[config.mk]
export PLATFORM = sky130hd
export DESIGN_NAME = instr_encoder
export DESIGN_NICKNAME = d
export VERILOG_FILES = /design/src/rtl/instr_enc_pkg.sv /design/src/rtl/instr_fmt_encode.sv /design/src/rtl/instr_encoder.sv
export SDC_FILE = /design/constraint.sdc
export NUM_CORES = 1
export LEC_CHECK = 0
export BUFFER_PORTS_ARGS = -buffer_cell sky130_fd_sc_hd__buf_2
export CAP_MARGIN = 20
export CORE_MARGIN = 2
export CORE_UTILIZATION = 52
export CTS_CLUSTER_DIAMETER = 80
export DETAILED_ROUTE_END_ITERATION = 8
export HOLD_SLACK_MARGIN = 0.12
export PLACE_DENSITY = 0.77
export REMOVE_ABC_BUFFERS = 1
export SLEW_MARGIN = 5
export SYNTH_ARGS = -nofsm -noshare
export SYNTH_HDL_FRONTEND = slang
export SYNTH_HIERARCHICAL = 1
export SYNTH_SLANG_ARGS = --single-unit
[constraint.sdc]
create_clock -name clk -period 2.15 [get_ports clk]
set_input_delay 0.5375 -clock clk [delete_from_list [all_inputs] [get_ports clk]]
set_output_delay 0.5375 -clock clk [all_outputs]
set_load 0.03 [all_outputs]
[src/rtl/instr_enc_pkg.sv]
// Shared types for the RV32I instruction encoder: type tags, opcodes and the field bundle.
// Optional immediate range checking is enabled with INSTR_ENC_RANGE_CHECK_EN.
package instr_enc_pkg;

  localparam int unsigned INSTR_W = 32;

  typedef enum logic [3:0] {
    R       = 4'd0,
    I_LOAD  = 4'd1,
    I_ALU   = 4'd2,
    I_JALR  = 4'd3,
    S       = 4'd4,
    SB      = 4'd5,
    U_AUIPC = 4'd6,
    U_LUI   = 4'd7,
    UJ      = 4'd8
  } instr_type_e;

  localparam logic [6:0] OP_R       = 7'h33;
  localparam logic [6:0] OP_I_LOAD  = 7'h03;
  localparam logic [6:0] OP_I_ALU   = 7'h13;
  localparam logic [6:0] OP_I_JALR  = 7'h67;
  localparam logic [6:0] OP_S       = 7'h23;
  localparam logic [6:0] OP_SB      = 7'h63;
  localparam logic [6:0] OP_U_AUIPC = 7'h17;
  localparam logic [6:0] OP_U_LUI   = 7'h37;
  localparam logic [6:0] OP_UJ      = 7'h6F;

  typedef struct packed {
    logic [6:0]  funct7;
    logic [4:0]  rs2;
    logic [4:0]  rs1;
    logic [2:0]  funct3;
    logic [4:0]  rd;
    logic [31:0] imm;
  } instr_fields_t;

  // True when v is the sign extension of its low w bits.
  function automatic logic fits_signed(input logic [31:0] v, input int unsigned w);
    logic [31:0] t;
    t = 32'($signed(v) >>> (w - 1));
    return (t == '0) || (t == '1);
  endfunction

endpackage

[src/rtl/instr_fmt_encode.sv]
// Combinational RV32I word builder: packs fields by format and flags unknown tags.
// With INSTR_ENC_RANGE_CHECK_EN defined it also flags unrepresentable immediates.
module instr_fmt_encode
  import instr_enc_pkg::*;
(
  input  logic [3:0]    i_type,
  input  instr_fields_t i_fields,
  output logic [31:0]   o_instr_c,
  output logic          o_illegal_c,
  output logic          o_range_err_c
);

  logic [31:0] w_imm;
  assign w_imm = i_fields.imm;

  always_comb begin
    o_instr_c   = '0;
    o_illegal_c = 1'b0;
    case (i_type)
      R:       o_instr_c = {i_fields.funct7, i_fields.rs2, i_fields.rs1, i_fields.funct3,
                            i_fields.rd, OP_R};
      I_LOAD:  o_instr_c = {w_imm[11:0], i_fields.rs1, i_fields.funct3, i_fields.rd, OP_I_LOAD};
      I_ALU:   o_instr_c = {w_imm[11:0], i_fields.rs1, i_fields.funct3, i_fields.rd, OP_I_ALU};
      I_JALR:  o_instr_c = {w_imm[11:0], i_fields.rs1, 3'b000, i_fields.rd, OP_I_JALR};
      S:       o_instr_c = {w_imm[11:5], i_fields.rs2, i_fields.rs1, i_fields.funct3,
                            w_imm[4:0], OP_S};
      SB:      o_instr_c = {w_imm[12], w_imm[10:5], i_fields.rs2, i_fields.rs1,
                            i_fields.funct3, w_imm[4:1], w_imm[11], OP_SB};
      U_AUIPC: o_instr_c = {w_imm[31:12], i_fields.rd, OP_U_AUIPC};
      U_LUI:   o_instr_c = {w_imm[31:12], i_fields.rd, OP_U_LUI};
      UJ:      o_instr_c = {w_imm[20], w_imm[10:1], w_imm[11], w_imm[19:12], i_fields.rd, OP_UJ};
      default: o_illegal_c = 1'b1;
    endcase
  end

`ifdef INSTR_ENC_RANGE_CHECK_EN
  always_comb begin
    o_range_err_c = 1'b0;
    case (i_type)
      I_LOAD, I_ALU, I_JALR, S: o_range_err_c = !fits_signed(w_imm, 12);
      SB:                       o_range_err_c = !fits_signed(w_imm, 13) || w_imm[0];
      UJ:                       o_range_err_c = !fits_signed(w_imm, 21) || w_imm[0];
      U_AUIPC, U_LUI:           o_range_err_c = (w_imm[11:0] != 12'd0);
      default:                  o_range_err_c = 1'b0;
    endcase
  end
`else
  assign o_range_err_c = 1'b0;
`endif

endmodule

[src/rtl/instr_encoder.sv]
// RV32I instruction encoder feeding an addressed write stream through a small FIFO.
// Optional immediate range checking: define INSTR_ENC_RANGE_CHECK_EN.
module instr_encoder
  import instr_enc_pkg::*;
#(
  parameter int unsigned       DEPTH      = 4,
  parameter int unsigned       ADDR_W     = 32,
  parameter logic [ADDR_W-1:0] START_ADDR = '0
) (
  input  logic                     clk,
  input  logic                     rst,
  input  logic                     in_valid,
  output logic                     in_ready,
  input  logic [3:0]               in_type,
  input  logic [4:0]               in_rd,
  input  logic [4:0]               in_rs1,
  input  logic [4:0]               in_rs2,
  input  logic [2:0]               in_funct3,
  input  logic [6:0]               in_funct7,
  input  logic [31:0]              in_imm,
  output logic                     out_valid,
  input  logic                     out_ready,
  output logic [31:0]              out_instr,
  output logic [ADDR_W-1:0]        out_addr,
  output logic                     err_illegal,
  output logic [$clog2(DEPTH):0]   count
);

  localparam int unsigned PTR_W = $clog2(DEPTH);
  localparam int unsigned CNT_W = PTR_W + 1;

  instr_fields_t     w_fields;
  logic [31:0]       w_instr;
  logic              w_illegal;
  logic              w_range_err;
  logic              w_in_hs;
  logic              w_push;
  logic              w_pop;

  logic [31:0]       r_mem [DEPTH];
  logic [PTR_W-1:0]  r_wr_ptr;
  logic [PTR_W-1:0]  r_rd_ptr;
  logic [CNT_W-1:0]  r_count;
  logic [31:0]       r_last;
  logic [ADDR_W-1:0] r_addr;
  logic              r_err;

  always_comb begin
    w_fields.funct7 = in_funct7;
    w_fields.rs2    = in_rs2;
    w_fields.rs1    = in_rs1;
    w_fields.funct3 = in_funct3;
    w_fields.rd     = in_rd;
    w_fields.imm    = in_imm;
  end

  instr_fmt_encode u_fmt_encode (
    .i_type        (in_type),
    .i_fields      (w_fields),
    .o_instr_c     (w_instr),
    .o_illegal_c   (w_illegal),
    .o_range_err_c (w_range_err)
  );

  // Rejected requests still complete the handshake; they just never reach the FIFO.
  assign in_ready = (r_count < CNT_W'(DEPTH));
  assign w_in_hs  = in_valid && in_ready;
  assign w_push   = w_in_hs && !w_illegal && !w_range_err;
  assign w_pop    = out_valid && out_ready;

  always_ff @(posedge clk) begin
    if (w_push) r_mem[r_wr_ptr] <= w_instr;
  end

  always_ff @(posedge clk or posedge rst) begin
    if (rst) begin
      r_wr_ptr <= '0;
      r_rd_ptr <= '0;
      r_count  <= '0;
      r_last   <= '0;
      r_addr   <= START_ADDR;
      r_err    <= 1'b0;
    end else begin
      if (w_push) r_wr_ptr <= r_wr_ptr + PTR_W'(1);
      if (w_pop) begin
        r_rd_ptr <= r_rd_ptr + PTR_W'(1);
        r_last   <= r_mem[r_rd_ptr];
        r_addr   <= r_addr + ADDR_W'(4);
      end
      case ({w_push, w_pop})
        2'b10:   r_count <= r_count + CNT_W'(1);
        2'b01:   r_count <= r_count - CNT_W'(1);
        default: r_count <= r_count;
      endcase
      r_err <= w_in_hs && (w_illegal || w_range_err);
    end
  end

  // With the FIFO empty the last emitted word stays visible.
  assign out_valid   = (r_count != '0);
  assign out_instr   = out_valid ? r_mem[r_rd_ptr] : r_last;
  assign out_addr    = r_addr;
  assign err_illegal = r_err;
  assign count       = r_count;

endmodule

==> metrics, run 1 <==
Site Rows=between 40 and 50; PortBufs=between 100 and 150; Unique masters post-synth=between 50 and 60; status=complete, but fails checks; max-slew violations=0; Final Worst Setup Slack=-0.327 ns; drt first-iter violations=between 400 and 500; vias in the first global route=between 6000 and 7000; async set-or-reset flop fraction in the synthesized netlist=0.354; Root Buffer=clkbuf_16; H-tree depth=4; Synth Area in Simple Gates=0.152; I/O Pins=around 140; post-synthesis mux area share=0.0872; RSZ-0062 raised after global routing=true; CTS tree=done; peak supply drop=just over 800 uV; overall via count from detail_route=roughly 6200; Critical Path RT=between 1.5 and 2 ns; top cell type's share of synthesized area=0.433; minimum clock period=~2.5 ns; Hold Path Class=in -> async; most frequent cell after synthesis=nand2_1; Routed WL=between 20000 and 25000 um; clock skew=between 0.006 and 0.007 ns; largest net degree at the start of global routing=36; Worst Setup End Kind=primary output; Hold Fails Final Rpt=0; slowest cell delay on critical path=approximately 0.54 ns; Primary FF master, synth=edfxtp_1; Post-Syn Area=8880 sq um; DPL Wire Length=about 13000 um; Compound-Gate Fraction of Synth Area=0.0535; Worst-Margin Slew=roughly 0.57 ns; post-synthesis adder-cell area fraction=0.0107; CP Cell Sequence=buf_6 > buf_12 > mux4_2 > nand2_1 > nand2_1 > buf_6; overall routing resource usage=0.234; initial antenna violation count=0; Clock transition at path regs=0.07 ns; Post-synth EDFFs=128; Post-Syn Instances=about 700; CP startpoint kind=flip-flop; Yosys warning total=6; Yosys reg bits=slightly below 200; first-pass GRT wire length=around 32000 um; final net count=approximately 940; xor and xnor fraction of the mapped netlist area=0.0335; clock sinks=198; layout cells sized above 1=0.354; Die X-Extent=approximately 130 um; Remaining DRCs=0; Arr. time, crit path=1.94 ns; final antenna-violating net count=0; Pwr Total=between 0.01 and 0.015 W; # Max-Cap Violations=0; Die Span Y=between 100 and 150 um; relative slew slack=0.619; # setup viols final=32; RePlAce Congestion=approximately 0.81; Crit-path slowest cell=mux4_2; Fmax=404 MHz; 1st-pass router iterations=5; leading area contributor after synthesis=edfxtp_1; power per cell area=1300 nW/um^2; syn avg cell area=roughly 13 sq um; die area=18100 sq um; post-synthesis sequential area ratio=0.630; Layout Area Growth over Synthesis=25.9%; GRT overflow=0; CTS Buf Count=17; final period utilization=1.15; Vias/cell=around 5.6; top post-synthesis cells by area=edfxtp_1, dfrtp_1, nand2_1, mux4_2, xnor2_1; failing checks=negative setup slack; final setup TNS=-9.18 ns; crit path buf inv count=3; Crit Path Max Fanout=6; Initial Utilization=0.534; Core ar.=between 15000 and 20000 sq um; clock insertion delay at the later pin of the skew report=around 0.43 ns; top post-synthesis cells by count=nand2_1, edfxtp_1, dfrtp_1; crit-path leading delay family=multiplexers; largest family of logic cells by synthesized area=simple AND/OR/NAND/NOR gates; clk buf depth=2; # diodes=0; DR WL/cell=roughly 19 um; Crit Path Class=reg -> out; P_leak=approximately 4.7 nW
-- state kept, by name (all words and copies together) (netlist names) --
register,cells
count,3
err_illegal,1
out_addr,30
r_last,32
r_mem,128
r_rd_ptr,2
r_wr_ptr,2
-- stage by stage --
stage	utilization	area [sq um]	std cells	hold slack, ns	setup slack [ns]
global route	0.672	11200	1104	0.179	-0.382
floorplan	-	8680	660	0.446	-2.28
global placement	0.610	10100	1062	0.455	-0.137
detailed placement	0.610	10100	1062	0.458	-0.181
CTS	0.666	11100	1101	0.152	-0.337
finish	0.672	11200	1104	0.155	-0.327
-- worst reg2reg max path: stages, from the launching register on --
cell and delay, ns:
dfrtp_1 0.45, nor3_4 0.07, buf_4 0.20, or4_1 0.71
nor4_4 0.37, xor2_1 0.19
-- cell families after synthesis --
| logic type | after synthesis |
|---|---|
| compound gates | 66 |
| xor+xnor | 34 |
| fa+ha+maj | 7 |
| buf+inv | 60 |
| flops | 198 |
| mux | 37 |
| other cells | 2 |
| simple gates | 293 |
-- metal layers --
metal / track usage / wire length [um]
met5: 0 / 0
met4: 0.0789 / 317
met3: 0.0492 / 1470
met2: 0.398 / 10700
met1: 0.300 / 8290
-- placed cells by master (no fill, tap or decap), types with 5 or more instances in the layout --
master     instances
nand2_1          171
edfxtp_1         128
buf_2            100
dfrtp_1           69
buf_4             42
nand2_2           38
buf_6             34
mux4_2            32
xnor2_1           22
a22oi_1           22
inv_1             19
clkbuf_16         17
buf_12            14
nor2_1            12
xor2_1            12
nand3_1           11
nor3_1            11
o21ai_0           10
o22ai_1           10
nand4_1            8
a21oi_1            8
and2_1             6
ha_1               6
and2b_1            6
inv_6              5
o2bb2ai_1          5
-- where the power goes --
part	internal, W	leakage (nW)	switching (W)
Clock	0.00184	0.278	0.00139
Sequential	0.00463	2.05	0.000334
Combinational	0.00275	2.41	0.00363
-- layout make-up --
type	instances	area, sq um
timing repair buffer	192	1520
tap	220	275
clock buffer	18	429
clock inverter	14	173
sequential	198	5600
multi-input combinational	440	3100
inverter	22	85.1
fill	1158	5460
-- final timing paths --
path                              start             to  slack [ns]  depth (start not counted)
setup / recovery            r_rd_ptr[0]  out_instr[27]       -0.33                          6
hold / removal                      rst     r_last[27]        0.16                          2
setup reg to reg               count[2]   out_addr[21]        0.08                          5
hold reg to reg            out_addr[31]   out_addr[31]        0.47                          1
max in group asynchronous           rst     r_last[31]        1.45                          3
min in group clk               in_valid    err_illegal        0.38                          3
-- repair_timing --
| action | CTS | global route |
|---|---|---|
| hold buffers | 0 | 0 |
| pin swaps | 53 | 18 |
| setup endpoints to repair | 33 | 32 |
| cloned | 1 | 0 |
| endpoints found under the hold margin | 0 | 0 |
| setup buffers | 6 | 3 |
| resized for setup | 77 | 31 |
Note: power is estimated with default switching activity, not from simulation.
==> inputs of run 2 (changes only) <==
Settings changed: CELL_PAD_IN_SITES_DETAIL_PLACEMENT from default to 2, CELL_PAD_IN_SITES_GLOBAL_PLACEMENT from default to 2, CORE_UTILIZATION 52 to 35, PLACE_DENSITY 0.77 to default, PLACE_DENSITY_LB_ADDON from default to 0.1.
==> run 2 against run 1 <==
  * Die area increased by 47%
  * The run still ends with negative setup slack left
  * Final area increased by 0.59%
  * Total power increased by 0.82%
  * Highest routed layer unchanged
  * Largest cell class unchanged
  * Via count increased by 0.94%
  * Largest power group unchanged
==> metrics, run 2 (synthesis results as in run 1) <==
Initial Utilization=0.355; final period utilization=1.17; Reg2Reg Launch Point=count[0]; Worst-Margin Slew=roughly 0.6 ns; CTS Buf Count=17; Site Rows=58; H-tree depth=4; DR WL/cell=21.7 um; status=complete, but fails checks; relative slew slack=0.598; Remaining DRCs=0; final antenna-violating net count=0; vias in the first global route=7117; 1st-pass router iterations=5; Root Buffer=clkbuf_16; # setup viols final=32; CTS tree=done; RePlAce Congestion=0.800; max reg flops=between 100 and 150; commonest non-fill, non-tap cell in the layout=nand2_1; Core ar.=~25000 sq um; most repeated library cell on the critical path=nand2_2; post-route cell area=11300 sq um; layout cells sized above 1=0.353; Routed WL=around 26000 um; setup slack, reg-to-reg=roughly 0.070 ns; Clock transition at path regs=0.08 ns; clock skew=0.0165 ns; I/O Pins=~140; commonest cells after routing, fill and taps aside=nand2_1, edfxtp_1, buf_2; placed inst area=~10000 sq um; final setup TNS=-10.40 ns; register name with the most flops=r_mem; first-pass GRT wire length=around 42000 um; die area=26700 sq um; clock sinks=between 150 and 200; overall routing resource usage=0.208; clk buf depth=2; peak supply drop=~540 uV; Final Worst Setup Slack=-0.363 ns; slowest cell delay on critical path=0.56 ns; failing checks=negative setup slack; RSZ-0062 raised after global routing=true; drt first-iter violations=between 300 and 400; Worst Setup End Kind=primary output; GRT overflow=0; Critical Path RT=1.61 ns; Hold Path Class=in -> async; reg2reg path depth=11; # Max-Cap Violations=0; Die X-Extent=around 160 um; final net count=940; Vias/cell=slightly above 5; dpl ws=-0.283 ns; clock insertion delay at the later pin of the skew report=between 0.4 and 0.5 ns; Hold Fails Final Rpt=0; Post-CTS Hold Fix Bufs=0; max-slew violations=0; CP startpoint kind=flip-flop; Crit Path Max Fanout=13; power per cell area=approximately 1300 nW/um^2; Arr. time, crit path=between 1.5 and 2 ns; P_leak=between 4 and 5 nW; CP Cell Sequence=buf_12 > mux4_2 > nand2_2 > nand2_2 > buf_6; Die Span Y=approximately 160 um; DPL Wire Length=between 15000 and 20000 um; initial antenna violation count=0; fillers=between 2000 and 3000; minimum clock period=2.51 ns; # diodes=0; Fmax=approximately 400 MHz; FF-to-FF End=count[2]; Crit Path Class=reg -> out; largest net degree at the start of global routing=approximately 50; overall via count from detail_route=between 6000 and 7000; Crit-path slowest cell=mux4_2; Layout Area Growth over Synthesis=26.7%; PortBufs=132
## run 2: critical path, delay by kind of cell (launching register included)
family	cells	cell delay [ns]
simple gates	2	0.17
mux	1	0.56
buf+inv	2	0.33
flops	1	0.46
## run 2: where the power goes
group	leakage (nW)	internal [W]	switching [W]
Combinational	2.37	0.00256	0.00373
Sequential	2.05	0.00463	0.000360
Clock	0.312	0.00172	0.00169
## run 2: what timing repair did
| item | CTS | global route |
|---|---|---|
| gates resized for setup | 68 | 45 |
| setup endpoints to repair | 35 | 35 |
| setup buffers | 9 | 1 |
| cloned | 2 | 0 |
| endpoints found under the hold margin | 0 | 0 |
| pin swaps | 7 | 6 |
## run 2: worst max-delay path by stage
stage	end	startpoint	cells past startpoint	slack, ns
floorplan	count[1]	count[0]	8	-2.28
global placement	count[1]	in_type[1]	9	-0.15
detailed placement	count[2]	in_type[3]	11	-0.28
CTS	out_instr[15]	r_rd_ptr[0]	6	-0.42
global route	out_instr[1]	r_rd_ptr[0]	5	-0.43
finish	out_instr[10]	r_rd_ptr[0]	5	-0.36
## run 2: cell type report
class	count	area (sq um)	share of cell area
Sequential cell	198	5600	0.498
Multi-Input combinational cell	440	3120	0.277
Timing Repair Buffer	189	1390	0.124
Clock buffer	17	425	0.0378
Tap cell	330	413	0.0367
Clock inverter	15	218	0.0194
Inverter	22	85.1	0.00756
## run 2: layer usage
layer | routed length (um) | up-vias | GRT usage
li1 | - | 2815 | -
met3 | 905 | 22 | 0.0322
met4 | 366 | 0 | 0.0547
met1 | 10900 | 3276 | 0.260
met5 | 0 | - | 0
met2 | 14100 | 130 | 0.377
## run 2: per-stage QoR
step / power [W] / cells / utilization / hold WS [ns]
after global placement: 0.0102 / 1169 / 0.408 / 0.456
after floorplan: 0.00839 / 660 / - / 0.446
after detailed placement: 0.0104 / 1169 / 0.408 / 0.466
after CTS: 0.0147 / 1212 / 0.447 / 0.137
after global routing: 0.0155 / 1211 / 0.449 / 0.160
final: 0.0147 / 1211 / 0.449 / 0.133
